**config.mk**
```make
export PLATFORM = sky130hd
export DESIGN_NAME = number_display_flat
export DESIGN_NICKNAME = d
export VERILOG_FILES = /design/src/rtl/number_display_if.sv /design/src/rtl/number_display.sv /design/src/flat_wrapper.sv
export SDC_FILE = /design/constraint.sdc
export NUM_CORES = 1
export LEC_CHECK = 0
export CORE_ASPECT_RATIO = 1.2
export CORE_MARGIN = 2
export CORE_UTILIZATION = 55
export CTS_CLUSTER_SIZE = 40
export DETAILED_ROUTE_END_ITERATION = 6
export GPL_ROUTABILITY_DRIVEN = 1
export GPL_TIMING_DRIVEN = 0
export PLACE_DENSITY = 0.87
export REMOVE_ABC_BUFFERS = 1
export SLEW_MARGIN = 10
export SYNTH_ARGS = -nofsm -noshare
export SYNTH_HDL_FRONTEND = slang
export SYNTH_SLANG_ARGS = --single-unit
```
**constraint.sdc**
```tcl
create_clock -name clk -period 2.14 [get_ports clk]
set_input_delay 0.428 -clock clk [delete_from_list [all_inputs] [get_ports clk]]
set_output_delay 0.428 -clock clk [all_outputs]
set_load 0.02 [all_outputs]
```
**src/rtl/number_display_if.sv**
```systemverilog
// Operand/result bundle between the slider block, number_display and its observers.
// Carries the two binary operands and select in; latched BCD, valid pulse and LED drive out.
// Optional feature of the consumer (LEADING_ZERO_BLANK_EN) does not change this bundle.
interface number_display_if;
  logic [13:0] number_1;
  logic [13:0] number_2;
  logic        display_select;
  logic [15:0] bcd;
  logic        bcd_valid;
  logic [6:0]  seg_n;
  logic [3:0]  an_n;

  modport master (
    output number_1, number_2, display_select,
    input  bcd, bcd_valid, seg_n, an_n
  );

  modport slave (
    input  number_1, number_2, display_select,
    output bcd, bcd_valid, seg_n, an_n
  );
endinterface

```
**src/rtl/number_display.sv**
```systemverilog
// Binary->BCD (serial double-dabble) plus 4-digit multiplexed common-anode 7-seg driver.
// Latency: new bcd every 16 cycles (LOAD, 14x SHIFT, DONE); seg_n/an_n registered 1 cycle after idx/bcd.
// No backpressure: free-running; operand sampled only in LOAD. Macro LEADING_ZERO_BLANK_EN blanks leading zeros.
module number_display #(
  parameter int CLK_DIV = 50000,
  parameter int WIDTH   = 14
) (
  input  logic          clk,
  input  logic          rst_ext_n,
  number_display_if.slave io
);

  localparam int CW = (CLK_DIV > 2) ? $clog2(CLK_DIV) : 1;

  typedef enum logic [1:0] {
    S_LOAD  = 2'd0,
    S_SHIFT = 2'd1,
    S_DONE  = 2'd2
  } state_t;

  state_t           state_q, state_d;
  logic [3:0]       shift_cnt;
  logic [WIDTH-1:0] operand;
  logic [WIDTH-1:0] sreg;
  logic [15:0]      scratch;
  logic [15:0]      scratch_adj;
  logic             ovf;
  logic [15:0]      bcd_q;
  logic             bcd_valid_q;
  logic             display_on;
  logic [CW-1:0]    cnt;
  logic [1:0]       idx;
  logic [3:0]       digit;
  logic             blank;
  logic [6:0]       seg_q;
  logic [3:0]       an_q;

  function automatic logic [6:0] seg_decode(input logic [3:0] d);
    logic [6:0] s;
    case (d)
      4'h0:    s = 7'h40;
      4'h1:    s = 7'h79;
      4'h2:    s = 7'h24;
      4'h3:    s = 7'h30;
      4'h4:    s = 7'h19;
      4'h5:    s = 7'h12;
      4'h6:    s = 7'h02;
      4'h7:    s = 7'h78;
      4'h8:    s = 7'h00;
      4'h9:    s = 7'h10;
      4'hF:    s = 7'h3F;
      default: s = 7'h7F;
    endcase
    return s;
  endfunction

  // Operand mux; only consumed while in LOAD.
  always_comb begin
    operand = io.display_select ? io.number_2 : io.number_1;
  end

  // Double-dabble correction: every BCD nibble >= 5 gets +3 before the shift.
  always_comb begin
    scratch_adj = scratch;
    for (int i = 0; i < 4; i++) begin
      if (scratch[4*i +: 4] >= 4'd5) begin
        scratch_adj[4*i +: 4] = scratch[4*i +: 4] + 4'd3;
      end
    end
  end

  // State register.
  always_ff @(posedge clk) begin
    if (!rst_ext_n) begin
      state_q <= S_LOAD;
    end else begin
      state_q <= state_d;
    end
  end

  // Next-state: one LOAD, WIDTH shifts, one DONE, repeat forever.
  always_comb begin
    state_d = state_q;
    case (state_q)
      S_LOAD:  state_d = S_SHIFT;
      S_SHIFT: if (shift_cnt == 4'(WIDTH - 1)) state_d = S_DONE;
      S_DONE:  state_d = S_LOAD;
      default: state_d = S_LOAD;
    endcase
  end

  // Conversion datapath and result latch; overflow is judged on the captured operand.
  always_ff @(posedge clk) begin
    if (!rst_ext_n) begin
      shift_cnt   <= 4'd0;
      sreg        <= '0;
      scratch     <= 16'h0000;
      ovf         <= 1'b0;
      bcd_q       <= 16'h0000;
      bcd_valid_q <= 1'b0;
      display_on  <= 1'b0;
    end else begin
      bcd_valid_q <= 1'b0;
      case (state_q)
        S_LOAD: begin
          sreg      <= operand;
          scratch   <= 16'h0000;
          ovf       <= (operand > WIDTH'(9999));
          shift_cnt <= 4'd0;
        end
        S_SHIFT: begin
          scratch   <= {scratch_adj[14:0], sreg[WIDTH-1]};
          sreg      <= {sreg[WIDTH-2:0], 1'b0};
          shift_cnt <= shift_cnt + 4'd1;
        end
        S_DONE: begin
          bcd_q       <= ovf ? 16'hFFFF : scratch;
          bcd_valid_q <= 1'b1;
          display_on  <= 1'b1;
        end
        default: ;
      endcase
    end
  end

  // Refresh timer: advance the scanned digit each time the slot counter wraps.
  always_ff @(posedge clk) begin
    if (!rst_ext_n) begin
      cnt <= '0;
      idx <= 2'd0;
    end else if (cnt == CW'(CLK_DIV - 1)) begin
      cnt <= '0;
      idx <= idx + 2'd1;
    end else begin
      cnt <= cnt + CW'(1);
    end
  end

  // Pick the scanned nibble and decide whether it is a blanked leading zero.
  always_comb begin
    digit = 4'h0;
    blank = 1'b0;
    case (idx)
      2'd0: digit = bcd_q[3:0];
      2'd1: digit = bcd_q[7:4];
      2'd2: digit = bcd_q[11:8];
      2'd3: digit = bcd_q[15:12];
      default: digit = 4'h0;
    endcase
`ifdef LEADING_ZERO_BLANK_EN
    // Units never blank; an overflow word has nonzero nibbles so dashes survive.
    case (idx)
      2'd1: blank = (bcd_q[15:4] == 12'h000);
      2'd2: blank = (bcd_q[15:8] == 8'h00);
      2'd3: blank = (bcd_q[15:12] == 4'h0);
      default: blank = 1'b0;
    endcase
`else
    blank = 1'b0;
`endif
  end

  // Registered LED drive; dark until the first result has been latched.
  always_ff @(posedge clk) begin
    if (!rst_ext_n) begin
      seg_q <= 7'h7F;
      an_q  <= 4'hF;
    end else if (!display_on) begin
      seg_q <= 7'h7F;
      an_q  <= 4'hF;
    end else begin
      seg_q <= blank ? 7'h7F : seg_decode(digit);
      an_q  <= ~(4'b0001 << idx);
    end
  end

  assign io.bcd       = bcd_q;
  assign io.bcd_valid = bcd_valid_q;
  assign io.seg_n     = seg_q;
  assign io.an_n      = an_q;

endmodule
```
**src/flat_wrapper.sv**
```systemverilog
// flat-port wrapper written by rule: the top's interface ports become plain ports
module number_display_flat 
#(
  parameter int CLK_DIV = 50000,
  parameter int WIDTH   = 14
)
  (clk, rst_ext_n, io_number_1, io_number_2, io_display_select, io_bcd, io_bcd_valid, io_seg_n, io_an_n);
  number_display_if io_i ();
  input  logic clk;
  input  logic rst_ext_n;
  input wire logic [$bits(io_i.number_1)-1:0] io_number_1;
  input wire logic [$bits(io_i.number_2)-1:0] io_number_2;
  input wire logic [$bits(io_i.display_select)-1:0] io_display_select;
  output wire logic [$bits(io_i.bcd)-1:0] io_bcd;
  output wire logic [$bits(io_i.bcd_valid)-1:0] io_bcd_valid;
  output wire logic [$bits(io_i.seg_n)-1:0] io_seg_n;
  output wire logic [$bits(io_i.an_n)-1:0] io_an_n;
  assign io_i.number_1 = io_number_1;
  assign io_i.number_2 = io_number_2;
  assign io_i.display_select = io_display_select;
  assign io_bcd = io_i.bcd;
  assign io_bcd_valid = io_i.bcd_valid;
  assign io_seg_n = io_i.seg_n;
  assign io_an_n = io_i.an_n;
  number_display #(.CLK_DIV(CLK_DIV), .WIDTH(WIDTH)) u_core (.clk(clk), .rst_ext_n(rst_ext_n), .io(io_i));
endmodule
```
# Yosys cells after proc, flatten, opt, wreduce, memory -nomap -nowiden
# Memories as Yosys holds them, arrays and structs flattened. A register that Yosys moved wholly into a read port is not among the register bits.
# Cells that the tools add are included.
[classes] add_sub_neg=7 n_lt_le_gt_ge=5 n_eq_ne=8 n_shift=1 muxes=13 bitwise=2 n_reduce_logical=6
[ops] op="16-bit case mux with 2 select lines" count=1
[ops] op="14-bit case mux with 2 select lines" count=1
[ops] op="16-bit by 1-bit adder with 16-bit output, second input constant" count=1
[ops] op="16-bit equality test, second input constant" count=1
[ops] op="4-bit by 3-bit >= comparator with 1-bit output, second input constant" count=4
[ops] op="16-bit 2-to-1 mux" count=1
[ops] op="4-bit case mux with 4 select lines" count=1
[ops] op="14-bit greater-than comparator, second input constant" count=1
[ops] op="14-bit 2-to-1 mux" count=1
[ops] op="4-bit by 2-bit adder with 4-bit output, second input constant" count=3
[ops] op="4-bit 2-to-1 mux" count=3
[ops] op="4-bit case mux with 2 select lines" count=1
[ops] op="2-bit equality test, second input constant" count=3
[ops] op="4-bit by 1-bit adder with 4-bit output, second input constant" count=1
[ops] op="2-bit by 1-bit equality test with 1-bit output, second input constant" count=2
[ops] op="4-bit equality test, second input constant" count=1
[ops] op="2-bit zero test" count=2
[ops] op="4-bit inverter" count=1
[ops] op="2-bit case mux with 2 select lines" count=1
[ops] op="1-bit by 2-bit << shifter with 4-bit output, first input constant" count=1
[ops] op="3-bit by 2-bit adder with 3-bit output, second input constant" count=1
[ops] op="3-bit 2-to-1 mux" count=1
[ops] op="2-bit by 1-bit adder with 2-bit output, second input constant" count=1
[ops] op="2-bit 2-to-1 mux" count=1
[ops] op="other kinds (7)" count=7
[totals] ff_bits=77 rom_bits=112 inputBits=31 output_inout_bits=28 wordCells=54 mem_count=1
[memory_table] memory="(name not given)" words=16 word_bits=7 read_ports=1 rd_clocked_by_memory_dff=1 write_ports=0 line="number_display.sv:40" source="case (d)"

# Depth between registers and ports, before layout
# Gate-level depths: netlist (run 1).
[depth] depth_word=3 mapped_depth=8 ltp_nobuf=8

# Least setup slack after synthesis (run 1)
# OpenSTA, ideal clock, no wires.
[synth_timing] kind="flip-flop to flip-flop" start="register u_core.idx[0]" end="register u_core.seg_q[6], in the netlist u_core.io.seg_n[6]" setup_ns=0.135 arrival_time_ns=1.767 t_required_ns=2.005 setup_slack_ns=0.238 stages_incl_launch_ff=9 n_path_buf=0 path_cell_list="dfxtp_1 > inv_1 > ha_1 > a222oi_1 > mux2_4 > inv_2 > ha_1 > nor3_1 > o31ai_1"
[synth_between] elab_chain_cells=2 word_cells_on_any_way=5 classes_between="3 x eq/ne; 1 x mux; 1 x reduce/logical"
[synth_lines] item="start: declaration" line="number_display.sv:32" source="logic [1:0] idx;"
[synth_lines] item="start signal: assignment" line="number_display.sv:133" source="idx <= idx + 2'd1;"
[synth_lines] item="2-bit equality test, or another cell as far along" line="number_display.sv:143" source="case (idx)"
[synth_lines] item="4-bit case mux with 4 select lines (*)" line="number_display.sv:143"
[synth_lines] item="end: declaration" line="number_display.sv:35" source="logic [6:0] seg_q;"
# Every way passes the cells marked *; elsewhere a longest branch is shown, timed or not.
# A chain may end at the register's enable or synchronous reset.

# Worst setup path after layout (run 1)
[layout_timing] start="register u_core.idx[0]" end="register u_core.seg_q[3], in the netlist u_core.io.seg_n[3]"
# The elaborated chain is that of the path after synthesis.

==> results of run 1 <==
[cells in the final DEF (no fill, tap or decap), drive strengths merged, types with 2 or more instances in the layout]
master and n:
o21ai 30, nor3 10, buf 6, nand2b 6
a22oi 17, nand2 58, and3 4, clkdlybuf4s50 56
nor4 2, xnor2 16, a21boi 2, a22o 2
o211a 16, xor2 6, nor2b 20, dfxtp 84
mux2i 20, a21o 4, a21oi 25, mux2 2
bufinv 3, nor2 55, nand3 10, nand4 2
inv 20, clkinvlp 2, and2 20, clkbuf 9
a32oi 3, ha 17, a222oi 2, or3 3
[worst register-to-register path: stages (launching register included)]
cell and delay (ps):
dfxtp_2 380, inv_1 90, ha_1 270, a222oi_1 390, mux2_4 230, inv_2 50, ha_1 290, a21oi_1 60
nand4b_1 170
[power by group]
group	switching, mW	internal, mW
combinational	0.0798	0.111
clock	0.615	0.783
sequential	0.0302	1.59
total	0.725	2.48
[routing by layer]
metal	vias up	wire length, um	track usage (%)
met4	0	150	9.96
met1	1642	3560	23.1
li1	1752	-	-
met5	-	0	0
met2	78	4270	38.4
met3	14	351	3.10
[state kept, by name, indices dropped and copies added (netlist names)]
| signal | flops |
|---|---|
| u_core.idx | 2 |
| u_core.io.bcd_valid | 1 |
| u_core.scratch | 16 |
| u_core.io.an_n | 4 |
| u_core.io.seg_n | 7 |
| u_core.cnt | 16 |
| u_core.sreg | 14 |
| u_core.state_q | 2 |
| u_core.ovf | 1 |
| u_core.io.bcd | 16 |
| u_core.shift_cnt | 4 |
| u_core.display_on | 1 |
[cell type report]
type | count | area [um2]
flip-flops and latches | 84 | 1690
clock inverters | 7 | 123
multi-input cells | 358 | 2290
inverters | 18 | 67.6
fillers | 545 | 2220
repair buffers | 63 | 656
clock buffers | 9 | 124
well taps | 90 | 113
[cell families after synthesis]
family / synth area share, %
buffers and inverters: 4.50
and+or+nand+nor: 23.1
AOI/OAI and AO/OA: 16.5
DFF: 40.6
muxes: 5.46
adders and majority gates: 5.13
xor gates and xnor gates: 4.65
[through the flow]
step,setup WS (ps),utilization (%),cell area (um2)
6_report,79.5,69.5,5060
5_1_grt,14.2,69.5,5060
4_1_cts,29.0,69.2,5030
3_5_place_dp,-314,65.7,4780
3_3_place_gp,-1290,64.9,4720
2_1_floorplan,-606,-,4030
[what timing repair did]
| action | in CTS | in global routing |
|---|---|---|
| resized for setup | 1 | 5 |
| pin swaps | 1 | 1 |
| endpoints found under the setup margin | 18 | 20 |
| buffers inserted | 1 | 1 |
[worst paths after layout]
kind	start	endpoint	slack (ps)	cells past startpoint
hold / removal	rst_ext_n	u_core.shift_cnt[1]	380	2
setup reg to reg	u_core.idx[0]	u_core.io.seg_n[3]	80	8
hold reg to reg	u_core.cnt[0]	u_core.cnt[0]	460	1
setup / recovery	u_core.idx[0]	u_core.io.seg_n[3]	80	8
==> run summary, run 1 <==
Synth cell types = 46
top cells by count, synth = dfxtp_1, nand2_1, nor2_1, a21oi_1, o21ai_1
Via density = 5.54
number of remaining DRC errors = 0
hold crit path type = in -> reg
critical path cell sequence = inv_1, ha_1, a222oi_1, mux2_4, inv_2, ha_1, a21oi_1, nand4b_1
First-pass DRT Iterations = 4
Post-synth EDFFs = 0
vias in the first global route = 3299
WL/cell = 13.2 um
worst path required time = 2370 ps
Slew Viols, Final = 0
crit end category = flop
pwr dens = 634 nW/um2
CTS sink cnt = 84
peak supply drop = 0.000386 V
Core Region = 7270 um2
final setup vio count = 0
Final ANT Viol Nets = 0
most used cell, CP = ha_1
Slew @ Worst Pin = 910 ps
dominant synthesized flop cell = dfxtp_1
Die Span Y = 99.1 um
CP top delay family = adder cells
Mapped Cells = 488
Crit Path Category = reg -> reg
count leader, synth = dfxtp_1
run status = complete, no violations
YS warnings = 0
CTS tree = yes
area leader, netlist = dfxtp_1
hold_ws = 384 ps
final clock skew = 12.5 ps
RSZ-0062 raised after global routing = false
Yosys top cell area share = 40.6%
share of cells above drive strength 1 = 7.98%
largest net degree at the start of global routing = 55
hpwl dp = 5920 um
cts bufs inserted = 9
flops & latches, synth = 84
Port-buffer cells = 58
crit path time final = 2060 ps
CP Buf/Inv Count = 2
initial DRC count = 168
gr ovfl total = 0
row count = 34
Power Total = 3.21 mW
CP max stage cell = a222oi_1
first-pass GRT wire length = 14200 um
Worst path max stage delay = 390 ps
Post-Synthesis Cell Area = 4140 um2
Syn Area/Cell = 8.49 um2
H-tree depth = 3
DR vias = 3486
final net count = 582
antenna violations before repair = 0
Placer Congestion = 0.800
setup_tns = 0 ps
static leakage = 2.09 nW
Clock Latency Late Sink = 370 ps
final wirelength = 8330 um
Crit Path Max Fanout = 5
Async SR Flop Fraction = 0%
antenna diode count = 0
Die Wd = 83.2 um
Reg clk slew, reported paths = 90 ps
Clock Tree Buf Depth = 2
Rel. slew slack = 39.2%
Hold Buf Count CTS = 0
f_max = 485 MHz
placed cell count = 611
gr usage total = 20.7%
Final Instance Count excl. Fillers = 629
Initial Utilization = 57.0%
Root Driver = clkbuf_8
register area share after synthesis = 40.6%
Synth-to-Final Area Change = 22.0%
Die Footprint = 8250 um2
CP arrival = 2290 ps
Startpoint Class = flop
Area contributors post-synth = dfxtp_1, nand2_1, ha_1
final hold violations = 0
Top Ports = 59
Tcrit/Tclk final = 96.3%
max-cap viol count = 0
Note: power is estimated with default switching activity, not from simulation.
==> inputs of run 2 (changes only) <==
--- a/config.mk
+++ b/config.mk
@@ -5,6 +5,7 @@
 export SDC_FILE = /design/constraint.sdc
 export NUM_CORES = 1
 export LEC_CHECK = 0
+export ABC_CLOCK_PERIOD_IN_PS = 2140
 export CORE_ASPECT_RATIO = 1.2
 export CORE_MARGIN = 2
 export CORE_UTILIZATION = 55
@@ -12,7 +13,7 @@
 export DETAILED_ROUTE_END_ITERATION = 6
 export GPL_ROUTABILITY_DRIVEN = 1
 export GPL_TIMING_DRIVEN = 0
-export PLACE_DENSITY = 0.87
+export PLACE_DENSITY = 0.8
 export REMOVE_ABC_BUFFERS = 1
 export SLEW_MARGIN = 10
 export SYNTH_ARGS = -nofsm -noshare
==> run 2 against run 1 <==
Compared with the run above:
- global-route usage fell by 1.1 points
- clock-buffer cell count did not move
- clock skew fell by 2.7 ps
- clock power fell by 11%
- sequential share of layout area rose by 0.24 points
- hold slack improved by 71 ps
- power fell by 4.6%
- routed wire length fell by 6.0%
- cell count fell by 0.16%
- via count fell by 2.1%
- critical path depth fell by 1
- die area did not move
- largest cell class unchanged
- highest routed layer unchanged
==> run summary, run 2 (synthesis results as in run 1) <==
CTS sink cnt = 84
hold_ws = 455 ps
largest net degree at the start of global routing = 54
share of cells above drive strength 1 = 7.81%
dpl ws = -308 ps
WL/cell = 12.5 um
Worst path max stage delay = 380 ps
Clock Latency Late Sink = 350 ps
hold crit path type = reg -> reg
critical path cell sequence = inv_1, ha_2, a222oi_1, mux2i_1, ha_1, a21oi_1, nand4b_1
commonest non-fill, non-tap cell in the layout = dfxtp_1
Port-buffer cells = 58
final wirelength = 7830 um
Top Ports = 59
Area after DPL = 4780 um2
Filler Cell Count = 604
peak supply drop = 0.000397 V
Final ANT Viol Nets = 0
H-tree depth = 3
Core Region = 7270 um2
antenna diode count = 0
First-pass DRT Iterations = 4
hpwl dp = 5540 um
setup slack after layout = 120 ps
worst path required time = 2360 ps
Crit Path Max Fanout = 6
DR vias = 3412
CTS tree = yes
Clock Tree Buf Depth = 2
most frequent cells in the layout = dfxtp_1, nand2_1, clkdlybuf4s50_1, nor2_1, a21oi_1
run status = complete, no violations
CP max stage cell = a222oi_1
number of remaining DRC errors = 0
Startpoint Class = flop
Die Span Y = 99.1 um
Slew @ Worst Pin = 904 ps
Die Footprint = 8250 um2
design area = 5020 um2
Slew Viols, Final = 0
gr usage total = 19.6%
Tcrit/Tclk final = 94.4%
antenna violations before repair = 0
final net count = 581
Hold Buf Count CTS = 0
gr ovfl total = 0
Synth-to-Final Area Change = 21.2%
final hold violations = 0
cts bufs inserted = 9
Register Area = 1690 um2
Placer Congestion = 0.846
f_max = 495 MHz
row count = 34
final clock skew = 9.73 ps
crit end category = flop
initial DRC count = 185
Rel. slew slack = 39.7%
max-cap viol count = 0
crit path time final = 2020 ps
Via density = 5.43
Crit Path Category = reg -> reg
Die Wd = 83.2 um
final setup vio count = 0
multi-input logic area = 2290 um2
Initial Utilization = 57.0%
first-pass GRT wire length = 13700 um
pwr dens = 609 nW/um2
vias in the first global route = 3237
Reg clk slew, reported paths = 90 ps
Root Driver = clkbuf_8
CP arrival = 2240 ps
static leakage = 2.08 nW
RSZ-0062 raised after global routing = false
[run 2: cell count changes in the layout (fill, tap and decap cells not counted)]
cell        before  now
buf_4            2    1
buf_6            0    1
buf_8            1    0
bufinv_16        3    2
clkinv_2         0    1
clkinv_4         0    1
clkinvlp_4       2    1
ha_1            17   16
ha_2             0    1
mux2i_1         19   20
mux2i_2          1    0
[run 2: worst max-delay path, delay by kind of cell, from the launching register on]
family | cells | cell delay [ps]
fa+ha+maj | 2 | 580
simple gates | 1 | 160
mux | 1 | 250
flops | 1 | 370
buf+inv | 1 | 90
compound gates | 2 | 440
[run 2: final timing paths]
path,from,end,slack [ps],depth (start not counted)
worst min register to register,u_core.cnt[0],u_core.cnt[0],460,1
worst max register to register,u_core.idx[0],u_core.io.seg_n[3],120,7
worst max-delay path,u_core.idx[0],u_core.io.seg_n[3],120,7
worst min-delay path,u_core.cnt[0],u_core.cnt[0],460,1
[run 2: what timing repair did]
item                                    CTS  global route
resized for setup                         1             5
pin swaps                                 1             1
setup buffers                             1             0
endpoints found under the setup margin   18            19
[run 2: layout make-up]
cell class / instances / area share [%]
clock buffer: 9 / 2.47
sequential: 84 / 33.6
clock inverter: 7 / 1.97
multi-input combinational: 358 / 45.6
timing repair buffer: 62 / 12.8
tap: 90 / 2.24
inverter: 18 / 1.35
[run 2: per-layer routing]
layer	track usage, %	vias up	wire length (um)
met5	0	-	0
met4	7.82	0	89
met3	2.93	8	284
met2	36.0	73	3890
met1	22.8	1580	3570
li1	-	1751	-
[run 2: where the power goes]
part	internal, mW	switching, mW	leakage (nW)
logic	0.112	0.0805	1.29
clock network	0.665	0.583	0.110
registers	1.59	0.0303	0.682
total	2.37	0.694	2.08
[run 2: metrics by stage]
stage	TNS [ps]	instances	power, mW	utilization, %
final	0	628	3.06	69.0
after global routing	0	628	3.18	69.0
after CTS	0	628	3.09	68.8
after detailed placement	-6430	611	1.85	65.7
after global placement	-58950	608	1.84	64.9
after floorplan	-10550	460	1.74	-
==> inputs of run 3 (changes only) <==
--- a/config.mk
+++ b/config.mk
@@ -15,7 +15,6 @@
 export GPL_TIMING_DRIVEN = 0
 export PLACE_DENSITY = 0.8
 export REMOVE_ABC_BUFFERS = 1
-export SLEW_MARGIN = 10
 export SYNTH_ARGS = -nofsm -noshare
 export SYNTH_HDL_FRONTEND = slang
 export SYNTH_SLANG_ARGS = --single-unit
==> run 3 against run 2 <==
Compared with the run above:
- sequential share of layout area increased by 0.69 points
- final area decreased by 1.9%
- register-to-register slack improved by 30 ps
- global-route usage decreased by 0.53 points
- critical path depth unchanged
- routed wire length decreased by 3.2%
- die area unchanged
- cell count decreased by 0.32%
- combinational power decreased by 4%
- first-iteration DRC count decreased by 15%
- utilization decreased by 1.3 points
- largest cell class unchanged
- largest power group unchanged
==> run summary, run 3 (synthesis results as in run 1) <==
CP Buf/Inv Count = 1
Power Total = 2.79 mW
Reg clk slew, reported paths = 80 ps
Crit Path Category = reg -> reg
First-pass DRT Iterations = 4
Worst path max stage delay = 410 ps
Initial Utilization = 57.0%
CP max stage cell = a222oi_1
share of cells above drive strength 1 = 7.28%
dpl ws = -353 ps
Rel. slew slack = 39.2%
CTS tree = yes
clock power share = 35.5%
pwr dens = 567 nW/um2
final hold violations = 0
DR vias = 3379
worst path required time = 2360 ps
Synth-to-Final Area Change = 18.9%
CP top delay family = adder cells
vias in the first global route = 3175
Via density = 5.40
gr usage total = 19.1%
WL/cell = 12.1 um
initial DRC count = 158
row count = 34
Die Footprint = 8250 um2
Placer Congestion = 0.846
post-layout util = 67.7%
Power Internal = 2.14 mW
largest net degree at the start of global routing = 61
Switch Pwr = 0.649 mW
crit path time final = 1990 ps
final clock skew = 9.22 ps
hold_ws = 453 ps
antenna diode count = 0
most frequent cells in the layout = dfxtp_1, nand2_1, clkdlybuf4s50_1, nor2_1, a21oi_1
final wirelength = 7580 um
Area after DPL = 4730 um2
critical path cell sequence = inv_1, ha_2, a222oi_1, mux2i_2, ha_1, a21oi_1, nand4b_1
Die Wd = 83.2 um
final net count = 579
antenna violations before repair = 0
Final ANT Viol Nets = 0
setup slack after layout = 155 ps
Tcrit/Tclk final = 92.8%
hold crit path type = reg -> reg
run status = complete, no violations
Port-buffer cells = 58
Startpoint Class = flop
Clock Latency Late Sink = 350 ps
Switching Fraction = 23.2%
crit end category = flop
gr ovfl total = 0
CP arrival = 2210 ps
Crit Path Max Fanout = 6
cts bufs inserted = 9
Root Driver = clkbuf_8
f_max = 504 MHz
max-cap viol count = 0
peak supply drop = 0.000329 V
design area = 4930 um2
CTS sink cnt = 84
Slew @ Worst Pin = 911 ps
Die Span Y = 99.1 um
number of remaining DRC errors = 0
Clock Tree Buf Depth = 2
RSZ-0062 raised after global routing = false
first-pass GRT wire length = 13200 um
Top Ports = 59
commonest non-fill, non-tap cell in the layout = dfxtp_1
Slew Viols, Final = 0
H-tree depth = 3
Seq pwr share = 57.9%
Gate power share = 6.6%
Core Region = 7270 um2
static leakage = 2.03 nW
final setup vio count = 0
hpwl dp = 5340 um
-- run 3: final cells by class --
class | instances | area, um2
Fill cell | 612 | 2350
Multi-Input combinational cell | 358 | 2290
Sequential cell | 84 | 1690
Timing Repair Buffer | 60 | 597
Clock buffer | 12 | 145
Tap cell | 90 | 113
Inverter | 18 | 67.6
Clock inverter | 4 | 25.0
-- run 3: worst paths after layout --
check | startpoint | to | slack (ps) | cells after the start
max reg2reg | u_core.idx[0] | u_core.io.seg_n[3] | 150 | 7
min reg2reg | u_core.cnt[0] | u_core.cnt[0] | 450 | 1
max | u_core.idx[0] | u_core.io.seg_n[3] | 150 | 7
min | u_core.cnt[0] | u_core.cnt[0] | 450 | 1
-- run 3: timing repair --
action	CTS	global route
hold buffers	0	0
setup endpoints to repair	26	20
pin swaps	1	2
resized for setup	2	6
buffers inserted	1	0
-- run 3: per-stage QoR --
stage / cells / TNS [ps]
CTS: 626 / 0
floorplan: 460 / -10550
detailed placement: 609 / -7810
finish: 626 / 0
global route: 626 / 0
global placement: 608 / -58950
-- run 3: power by group through the flow --
stage	combinational [mW]	sequential [mW]	clock, mW
5_1_grt	0.208	1.62	1.08
6_report	0.185	1.62	0.991
3_5_place_dp	0.188	1.65	0
3_3_place_gp	0.186	1.65	0
4_1_cts	0.188	1.62	1.02
2_1_floorplan	0.0947	1.65	0
-- run 3: per-layer routing --
metal  global-route usage [%]  vias up  wire length, um
li1                         -     1753                -
met1                     21.7     1551             3460
met2                     34.9       66             3730
met3                     4.10        9              281
met4                     6.94        0              108
met5                        0        -                0
